===== config.mk =====
export PLATFORM = sky130hd
export DESIGN_NAME = memory_arbiter_flat
export DESIGN_NICKNAME = d
export VERILOG_FILES = /design/src/rtl/memory_arbiter_if.sv /design/src/rtl/memory_arbiter.sv /design/src/flat_wrapper.sv
export SDC_FILE = /design/constraint.sdc
export NUM_CORES = 1
export LEC_CHECK = 0
export CORE_MARGIN = 8
export CORE_UTILIZATION = 47
export DETAILED_ROUTE_END_ITERATION = 8
export PLACE_DENSITY_LB_ADDON = 0.12
export SETUP_SLACK_MARGIN = 0.5
export SLEW_MARGIN = 10
export SYNTH_ARGS = -nofsm -noshare
export SYNTH_HDL_FRONTEND = slang
export SYNTH_SLANG_ARGS = --single-unit

===== constraint.sdc =====
create_clock -name clk -period 1.75 [get_ports clk]
set_input_delay 0.35 -clock clk [delete_from_list [all_inputs] [get_ports clk]]
set_output_delay 0.35 -clock clk [all_outputs]
set_load 0.03 [all_outputs]

===== src/rtl/memory_arbiter_if.sv =====
// Bundle of the two client ports and the RAM port of the memory arbiter.
// The slave modport is the arbiter; the master modport is everything around it.
interface memory_arbiter_if #(
    parameter int ADDRESS_WIDTH = 32
);
    // Client handshake: X_request is a one-cycle pulse taken only while X_busy==0;
    // X_busy rises the cycle after acceptance and falls when the byte transaction
    // completes, at which point the X data output holds the read byte.
    // RAM handshake: ram_request strobes one cycle with address/write/wdata held
    // until completion; the access finishes at the first later edge with ram_busy==0.
    logic                     ifetch_request;
    logic [ADDRESS_WIDTH-1:0] ifetch_address;
    logic                     ifetch_busy;
    logic [7:0]               ifetch_data;

    logic                     data_request;
    logic [ADDRESS_WIDTH-1:0] data_address;
    logic                     data_write;
    logic [7:0]               data_wdata;
    logic                     data_busy;
    logic [7:0]               data_rdata;

    logic                     ram_request;
    logic [ADDRESS_WIDTH-1:0] ram_address;
    logic                     ram_write;
    logic [7:0]               ram_wdata;
    logic [7:0]               ram_data;
    logic                     ram_busy;

    modport slave (
        input  ifetch_request, ifetch_address,
        output ifetch_busy, ifetch_data,
        input  data_request, data_address, data_write, data_wdata,
        output data_busy, data_rdata,
        output ram_request, ram_address, ram_write, ram_wdata,
        input  ram_data, ram_busy
    );

    modport master (
        output ifetch_request, ifetch_address,
        input  ifetch_busy, ifetch_data,
        output data_request, data_address, data_write, data_wdata,
        input  data_busy, data_rdata,
        input  ram_request, ram_address, ram_write, ram_wdata,
        output ram_data, ram_busy
    );
endinterface


===== src/rtl/memory_arbiter.sv =====
// Round-robin arbiter sharing one byte-wide RAM between instruction fetch and
// the load/store path; one queued transaction per client.
module memory_arbiter #(
    parameter int ADDRESS_WIDTH = 32
) (
    input  logic              clk,
    input  logic              reset,
    memory_arbiter_if.slave   bus,
    output logic [1:0]        state_o
);

    typedef enum logic [1:0] {
        ST_IDLE  = 2'd0,
        ST_ISSUE = 2'd1,
        ST_WAIT  = 2'd2
    } state_e;

    localparam logic GRANT_IFETCH = 1'b0;
    localparam logic GRANT_DATA   = 1'b1;

    state_e                   state_q, state_d;

    logic                     if_pend_q, if_pend_d;
    logic [ADDRESS_WIDTH-1:0] if_addr_q, if_addr_d;
    logic [7:0]               if_data_q, if_data_d;

    logic                     dt_pend_q, dt_pend_d;
    logic [ADDRESS_WIDTH-1:0] dt_addr_q, dt_addr_d;
    logic                     dt_write_q, dt_write_d;
    logic [7:0]               dt_wdata_q, dt_wdata_d;
    logic [7:0]               dt_data_q, dt_data_d;

    logic                     last_grant_q, last_grant_d;
    logic                     owner_q, owner_d;
    logic                     grant;

    logic                     ram_request_q, ram_request_d;
    logic [ADDRESS_WIDTH-1:0] ram_address_q, ram_address_d;
    logic                     ram_write_q, ram_write_d;
    logic [7:0]               ram_wdata_q, ram_wdata_d;

    always_comb begin
        state_d       = state_q;
        if_pend_d     = if_pend_q;
        if_addr_d     = if_addr_q;
        if_data_d     = if_data_q;
        dt_pend_d     = dt_pend_q;
        dt_addr_d     = dt_addr_q;
        dt_write_d    = dt_write_q;
        dt_wdata_d    = dt_wdata_q;
        dt_data_d     = dt_data_q;
        last_grant_d  = last_grant_q;
        owner_d       = owner_q;
        grant         = GRANT_IFETCH;
        ram_request_d = 1'b0;
        ram_address_d = ram_address_q;
        ram_write_d   = ram_write_q;
        ram_wdata_d   = ram_wdata_q;

        // Requests seen while a client is already busy are dropped.
        if (bus.ifetch_request && !if_pend_q) begin
            if_pend_d = 1'b1;
            if_addr_d = bus.ifetch_address;
        end
        if (bus.data_request && !dt_pend_q) begin
            dt_pend_d  = 1'b1;
            dt_addr_d  = bus.data_address;
            dt_write_d = bus.data_write;
            dt_wdata_d = bus.data_wdata;
        end

        case (state_q)
            ST_IDLE: begin
                // Only flags already registered take part, so a request landing
                // on this edge waits for the next arbitration round.
                if (if_pend_q || dt_pend_q) begin
                    if (if_pend_q && dt_pend_q) begin
                        grant = ~last_grant_q;
                    end else begin
                        grant = dt_pend_q ? GRANT_DATA : GRANT_IFETCH;
                    end
                    owner_d       = grant;
                    last_grant_d  = grant;
                    ram_request_d = 1'b1;
                    state_d       = ST_ISSUE;
                    if (grant == GRANT_DATA) begin
                        ram_address_d = dt_addr_q;
                        ram_write_d   = dt_write_q;
                        ram_wdata_d   = dt_wdata_q;
                    end else begin
                        ram_address_d = if_addr_q;
                        ram_write_d   = 1'b0;
                        ram_wdata_d   = 8'h00;
                    end
                end
            end
            ST_ISSUE: begin
                state_d = ST_WAIT;
            end
            ST_WAIT: begin
                if (!bus.ram_busy) begin
                    state_d = ST_IDLE;
                    if (owner_q == GRANT_DATA) begin
                        dt_pend_d = 1'b0;
                        if (!ram_write_q) begin
                            dt_data_d = bus.ram_data;
                        end
                    end else begin
                        if_pend_d = 1'b0;
                        if_data_d = bus.ram_data;
                    end
                end
            end
            default: begin
                state_d = ST_IDLE;
            end
        endcase
    end

    always_ff @(posedge clk) begin
        if (!reset) begin
            state_q       <= ST_IDLE;
            if_pend_q     <= 1'b0;
            if_addr_q     <= '0;
            if_data_q     <= 8'h00;
            dt_pend_q     <= 1'b0;
            dt_addr_q     <= '0;
            dt_write_q    <= 1'b0;
            dt_wdata_q    <= 8'h00;
            dt_data_q     <= 8'h00;
            last_grant_q  <= GRANT_IFETCH;
            owner_q       <= GRANT_IFETCH;
            ram_request_q <= 1'b0;
            ram_address_q <= '0;
            ram_write_q   <= 1'b0;
            ram_wdata_q   <= 8'h00;
        end else begin
            state_q       <= state_d;
            if_pend_q     <= if_pend_d;
            if_addr_q     <= if_addr_d;
            if_data_q     <= if_data_d;
            dt_pend_q     <= dt_pend_d;
            dt_addr_q     <= dt_addr_d;
            dt_write_q    <= dt_write_d;
            dt_wdata_q    <= dt_wdata_d;
            dt_data_q     <= dt_data_d;
            last_grant_q  <= last_grant_d;
            owner_q       <= owner_d;
            ram_request_q <= ram_request_d;
            ram_address_q <= ram_address_d;
            ram_write_q   <= ram_write_d;
            ram_wdata_q   <= ram_wdata_d;
        end
    end

    // A client stays busy from acceptance through completion of its access.
    assign bus.ifetch_busy = if_pend_q;
    assign bus.ifetch_data = if_data_q;
    assign bus.data_busy   = dt_pend_q;
    assign bus.data_rdata  = dt_data_q;
    assign bus.ram_request = ram_request_q;
    assign bus.ram_address = ram_address_q;
    assign bus.ram_write   = ram_write_q;
    assign bus.ram_wdata   = ram_wdata_q;
    assign state_o         = state_q;

endmodule


===== src/flat_wrapper.sv =====
// flat-port wrapper written by rule: the top's interface ports become plain ports
module memory_arbiter_flat 
#(
    parameter int ADDRESS_WIDTH = 32
)
  (clk, reset, state_o, bus_ifetch_request, bus_ifetch_address, bus_ifetch_busy, bus_ifetch_data, bus_data_request, bus_data_address, bus_data_write, bus_data_wdata, bus_data_busy, bus_data_rdata, bus_ram_request, bus_ram_address, bus_ram_write, bus_ram_wdata, bus_ram_data, bus_ram_busy);
  memory_arbiter_if #(.ADDRESS_WIDTH(ADDRESS_WIDTH)) bus_i ();
  input  logic clk;
  input  logic reset;
  output logic [1:0] state_o;
  input wire logic [$bits(bus_i.ifetch_request)-1:0] bus_ifetch_request;
  input wire logic [$bits(bus_i.ifetch_address)-1:0] bus_ifetch_address;
  output wire logic [$bits(bus_i.ifetch_busy)-1:0] bus_ifetch_busy;
  output wire logic [$bits(bus_i.ifetch_data)-1:0] bus_ifetch_data;
  input wire logic [$bits(bus_i.data_request)-1:0] bus_data_request;
  input wire logic [$bits(bus_i.data_address)-1:0] bus_data_address;
  input wire logic [$bits(bus_i.data_write)-1:0] bus_data_write;
  input wire logic [$bits(bus_i.data_wdata)-1:0] bus_data_wdata;
  output wire logic [$bits(bus_i.data_busy)-1:0] bus_data_busy;
  output wire logic [$bits(bus_i.data_rdata)-1:0] bus_data_rdata;
  output wire logic [$bits(bus_i.ram_request)-1:0] bus_ram_request;
  output wire logic [$bits(bus_i.ram_address)-1:0] bus_ram_address;
  output wire logic [$bits(bus_i.ram_write)-1:0] bus_ram_write;
  output wire logic [$bits(bus_i.ram_wdata)-1:0] bus_ram_wdata;
  input wire logic [$bits(bus_i.ram_data)-1:0] bus_ram_data;
  input wire logic [$bits(bus_i.ram_busy)-1:0] bus_ram_busy;
  assign bus_i.ifetch_request = bus_ifetch_request;
  assign bus_i.ifetch_address = bus_ifetch_address;
  assign bus_ifetch_busy = bus_i.ifetch_busy;
  assign bus_ifetch_data = bus_i.ifetch_data;
  assign bus_i.data_request = bus_data_request;
  assign bus_i.data_address = bus_data_address;
  assign bus_i.data_write = bus_data_write;
  assign bus_i.data_wdata = bus_data_wdata;
  assign bus_data_busy = bus_i.data_busy;
  assign bus_data_rdata = bus_i.data_rdata;
  assign bus_ram_request = bus_i.ram_request;
  assign bus_ram_address = bus_i.ram_address;
  assign bus_ram_write = bus_i.ram_write;
  assign bus_ram_wdata = bus_i.ram_wdata;
  assign bus_i.ram_data = bus_ram_data;
  assign bus_i.ram_busy = bus_ram_busy;
  memory_arbiter #(.ADDRESS_WIDTH(ADDRESS_WIDTH)) u_core (.clk(clk), .reset(reset), .bus(bus_i), .state_o(state_o));
endmodule

### Yosys cells after proc, flatten, opt, wreduce, memory -nomap -nowiden

Index checks and enable logic that the tools add are counted.

| storage, ports and cells | value |
|---|---|
| bits in registers | 136 |
| input bits | 86 |
| output and inout port bits | 62 |
| logic and storage cells | 52 |

| operators by class | value |
|---|---|
| equality and inequality tests | 4 |
| muxes and demuxes | 19 |
| bitwise gates (word level) | 3 |
| reduce and logical (&&, ||, !) cells | 12 |

Operators by type and width:

| kind | count |
|---|---|
| $mux W32 | 1 |
| $mux W1 | 14 |
| $mux W8 | 1 |
| $pmux W2 S3 | 1 |
| $reduce_and A2 Y1 | 3 |
| $mux W2 | 2 |
| $reduce_and A4 Y1 | 1 |
| $logic_and A1 B1 Y1 | 3 |
| $not A1 Y1 | 3 |
| $reduce_and A3 Y1 | 1 |
| $eq A2 B1 Y1 const B | 1 |
| $eq A2 B2 Y1 const B | 1 |
| $logic_not A1 Y1 | 2 |
| $logic_not A2 Y1 | 1 |
| $ne A2 B1 Y1 const B | 1 |
| $ne A2 B2 Y1 const B | 1 |
| $logic_or A1 B1 Y1 | 1 |

### Logic depth before layout (Yosys ltp)

| logic depth | value |
|---|---|
| word-level depth | 6 |
| depth in mapped cells | 6 |
| mapped depth without buffers | 3 |

### Worst setup path after synthesis

OpenSTA, ideal clock, no wires.

| timing | value |
|---|---|
| path kind | register -> register |
| start | register u_core.if_pend_q (netlist: u_core.bus.ifetch_busy) |
| end | register u_core.ram_address_q[10] (netlist: u_core.bus.ram_address[10]) |
| library setup time | 0.091 ns |
| arrival time | 1.367 ns |
| data required time | 1.659 ns |
| slack | 0.292 ns |
| stages on the path, launching flop included | 7 |
| buffers on the path | 3 |
| clock period less this slack | 1.458 ns |
| path through | dfxtp_1 > buf_4 > or2_1 > buf_2 > buf_2 > a21oi_1 > a311oi_1 |

| between the ends | value |
|---|---|
| word-level cells in the longest chain between the ends | 5 |
| elaborated cells on any way between the ends | 7 |
| classes of those cells | mux: 4; reduce/logical: 3 |

RTL lines:

| what | RTL line | source |
|---|---|---|
| from (decl) | memory_arbiter.sv:23 | `logic if_pend_q, if_pend_d;` |
| from (signal assigned) | memory_arbiter.sv:139 | `if_pend_q <= if_pend_d;` |
| $logic_and A1 B1 Y1 | memory_arbiter.sv:77 | `if (if_pend_q && dt_pend_q) begin` |
| $mux W1 | memory_arbiter.sv:77 |  |
| $mux W1 | memory_arbiter.sv:76 | `if (if_pend_q \|\| dt_pend_q) begin` |
| $mux W1 | memory_arbiter.sv:72 | `case (state_q)` |
| $mux W32 | memory_arbiter.sv:86 | `if (grant == GRANT_DATA) begin` |
| to (signal assigned) | memory_arbiter.sv:150 | `ram_address_q <= ram_address_d;` |
| to (decl) | memory_arbiter.sv:38 | `logic [ADDRESS_WIDTH-1:0] ram_address_q, ram_address_d;` |

Several ways; a longest one is shown, not always the timed one. The select of a mux whose other input is x is not followed.
A chain may end at the register's enable or synchronous reset.

### Final worst setup path

| timing | value |
|---|---|
| start | register u_core.state_q[1] (netlist: u_core.state_o[1]) |
| end | register u_core.ram_wdata_q[0] (netlist: u_core.bus.ram_wdata[0]) |

| between the ends | value |
|---|---|
| word-level cells in the longest chain between the ends | 2 |

RTL lines:

| what | RTL line | source |
|---|---|---|
| from (decl) | memory_arbiter.sv:21 | `state_e state_q, state_d;` |
| from (signal assigned) | memory_arbiter.sv:138 | `state_q <= state_d;` |
| $logic_not A2 Y1 | memory_arbiter.sv:72 |  |
| $reduce_and A2 Y1 (no source line) | -- |  |
| to (signal assigned) | memory_arbiter.sv:152 | `ram_wdata_q <= ram_wdata_d;` |
| to (decl) | memory_arbiter.sv:40 | `logic [7:0] ram_wdata_q, ram_wdata_d;` |

Every way passes these cells.

==> flow_summary.toml <==
[sta]
finClkSkew_ps = 9.15
whs_ps = 368
maxSlewViolCount = 0
final_setup_violation_count = 0
final_critical_path_setup_slack_ps = 290
period_share_pct = 83.4
unrepaired_setup_endpoints_after_global_routing = "true"
hold_viol = 0
fin_setup_tns_ps = 0
relSlewSlack_pct = 73.8
worst_slew_pin_slew_ps = 391
final.min_clock_period_ps = 1460
timing.fmax_ghz = 0.685

[routing]
detailedRoute.firstIterationViolations = 679
ant_nets = 0
drc_errors = 0
routedWlPerCell_um = 18.5
dr_total_vias = 5528
wl_mm = 18.4
via_per_inst = 5.55
drt-pass1-iter-count = 5

[place]
preCtsSetupSlack_ps = -39.1
port_buffers = 147
placed_cells = 902
place.gp.congestion = 0.802
dp_hpwl_mm = 10.6
placement.cell_area_sq_um = 6910

[setup_path]
regToRegSetupSlack_ps = 290
path_cells = "or2_2, buf_4, o21ai_1, a21oi_1"
reg2reg_depth = 4
rr_startpoint = "u_core.state_o[1]"
crit_path_max_incr_delay_ps = 380
worstSetupStartpointType = "flop"
critPathArrivalTime_ps = 1850
crit_slowest_cell = "dfxtp_4"
cp_max_fo = 12
crit_type = "flop to flop"
crit_required_ps = 2140
reg2reg_to = "u_core.bus.ram_wdata[0]"
endpoint_kind = "flop"

[synthesis]
syn-mean-instance-area_sq_um = 8.05
yosys.cell_types.count = 28
ys_seq_elements = 136
syn-instance-count = 643
ys.warnings.count = 0
syn_nets = 729
seq_area_frac_synth_pct = 52.6
netlist_area_sq_um = 5170

[job]
drv_cap = 0

[die]
io-pin-count = 148
chipWidth_um = 121
die_h_um = 121
floorplan.initialDensity_pct = 47.9
dieArea_sq_um = 14600
fp.coreArea_sq_um = 10800
core.rowCount = 38

[hold_path]
min-delay-path-class = "primary input to flop"
worstHoldEndpoint = "u_core.if_addr_q[7]"
timing.hold.worst.start = "bus_ifetch_address[7]"
hold_path_depth = 3

[grt]
grt_pass1_wl_mm = 26.3
grt_max_degree = 48
grt-ovfl-total = 0
first_global_vias = 5329
track_usage_pct = 22.5
antenna_found_initial = 0

[clock_tree]
tritoncts.num_buffers = 17
post_cts_hold_buffer_count = 0
clock_sink_count = 136
clock_tree.root_cell = "clkbuf_8"
path_clk_slew_ps = 60
number_of_buffers_on_the_longest_clock_path = 2
clock_insertion_delay_worst_skew_ps = 530
clock_tree_from_tritoncts = "built"
h-tree-depth = 4

[finish]
stdcell_count = 996
utilization_after_layout_pct = 81.0
multiInputGateArea_sq_um = 2660
fin_area_sq_um = 8750
final_nets = 929
drive_above_1_share_pct = 40.8
syn2layout_area_growth_pct = 69.0
antenna_cells_inserted = 0
layout.filler_cells = 677
register_area_sq_um = 2820

[power]
worst_ir_drop_vdd_mv = 0.521
fin_total_pwr_mw = 9.07
power_leakage_nw = 3.44
power.density_cell_area_nw_per_um2 = 1040

[outcome]
run_status = "completed"
## critical path: cells and delay by family, from the launching register on
kind                   cells  cell delay (ps)
buffers and inverters      1              210
AO/OA/AOI/OAI              2              350
AND/OR/NAND/NOR            1              380
flip-flops                 1              380
## worst max path at each step
stage	from	end	slack, ps	cells past startpoint
floorplan	u_core.state_o[0]	u_core.bus.ifetch_data[0]	470	4
global placement	bus_ram_busy	u_core.bus.ifetch_data[7]	0.4	4
detailed placement	bus_ram_busy	u_core.bus.ifetch_data[3]	-40	4
CTS	u_core.state_o[0]	state_o[0]	320	1
global route	u_core.state_o[1]	state_o[1]	290	1
finish	u_core.state_o[1]	u_core.bus.ram_wdata[0]	290	4
## timing repair
item / CTS / global route
cloned: 1 / 5
hold endpoints to repair: 0 / 0
setup endpoints to repair: 118 / 186
resized for setup: 506 / 134
buffers inserted: 31 / 25
pin swaps: 3 / 62
## synthesized netlist by cell type
master	count	share of area [%]
a21bo_2	1	0.19
a21boi_4	1	0.36
a21oi_1	124	12
a311oi_1	32	5.4
a31oi_1	1	0.12
and4b_1	1	0.19
buf_1	4	0.29
buf_2	22	2.1
buf_4	7	1.0
buf_6	1	0.22
clkbuf_1	22	1.6
dfxtp_1	136	53
inv_2	1	0.072
mux2i_1	8	1.5
nand2_1	243	18
nand2b_1	3	0.36
nand3_1	1	0.097
nand3b_1	1	0.15
nand4_1	9	1.1
nor2_1	4	0.29
nor2_2	1	0.12
nor2b_1	2	0.24
nor3_1	2	0.19
nor4b_4	1	0.46
o21ai_0	12	1.2
or2_1	1	0.12
or2_2	1	0.12
or4b_1	1	0.19
## registers in the layout (all words and copies together) (netlist names)
register                count
u_core.bus.data_busy        1
u_core.last_grant_q         1
u_core.dt_wdata_q           8
u_core.dt_addr_q           32
u_core.bus.data_rdata       8
u_core.state_o              2
u_core.bus.ram_write        1
u_core.bus.ifetch_busy      1
u_core.bus.ram_request      1
u_core.bus.ram_wdata        8
u_core.if_addr_q           32
u_core.bus.ram_address     32
u_core.dt_write_q           1
u_core.bus.ifetch_data      8
## per-layer routing
layer / vias up / track usage [%] / wire, um
li1: 2572 / - / -
met1: 2664 / 25.2 / 7180
met2: 255 / 38.8 / 9530
met3: 37 / 6.14 / 1280
met4: 0 / 10.3 / 435
met5: - / 0 / 0
## cell type report
class,count,area share [%]
Clock buffer,20,5.21
Sequential cell,136,32.2
Tap cell,140,2.00
Inverter,1,0.0715
Clock inverter,12,1.69
Timing Repair Buffer,236,28.5
Multi-Input combinational cell,451,30.4
## logic make-up after synthesis
kind of cell,Yosys count,synth area share [%]
compound gates,171,19.3
buf+inv,57,5.32
flops,136,52.6
mux,8,1.55
simple gates,271,21.3
## cells in the final DEF (no fill, tap or decap), types with 2 or more instances in the layout
cell	Yosys	layout
buf_6	1	74
clkbuf_8	0	4
clkinvlp_4	0	3
o21ai_0	12	9
buf_4	7	58
mux2i_1	8	8
a311oi_1	32	25
clkbuf_16	0	20
a21oi_2	0	45
nand2_4	0	24
dfxtp_1	136	73
o21ai_1	0	3
nor2_4	0	4
a21oi_1	124	79
buf_12	0	9
clkinv_2	0	4
nand2b_2	0	2
buf_8	0	6
nand2_2	0	12
nor2b_4	0	2
inv_4	0	2
clkdlybuf4s50_1	0	85
bufinv_16	0	3
dfxtp_2	0	57
a311oi_2	0	7
dfxtp_4	0	6
nor2_1	4	2
nand4_1	9	9
nand2_1	243	207
nor3_1	2	2
## report_power, final
group,switching (mW),total (mW),internal (mW)
clock,1.37,3.64,2.28
combinational,1.00,1.93,0.926
sequential,0.164,3.50,3.33
Power figures use the tool's default switching activity.
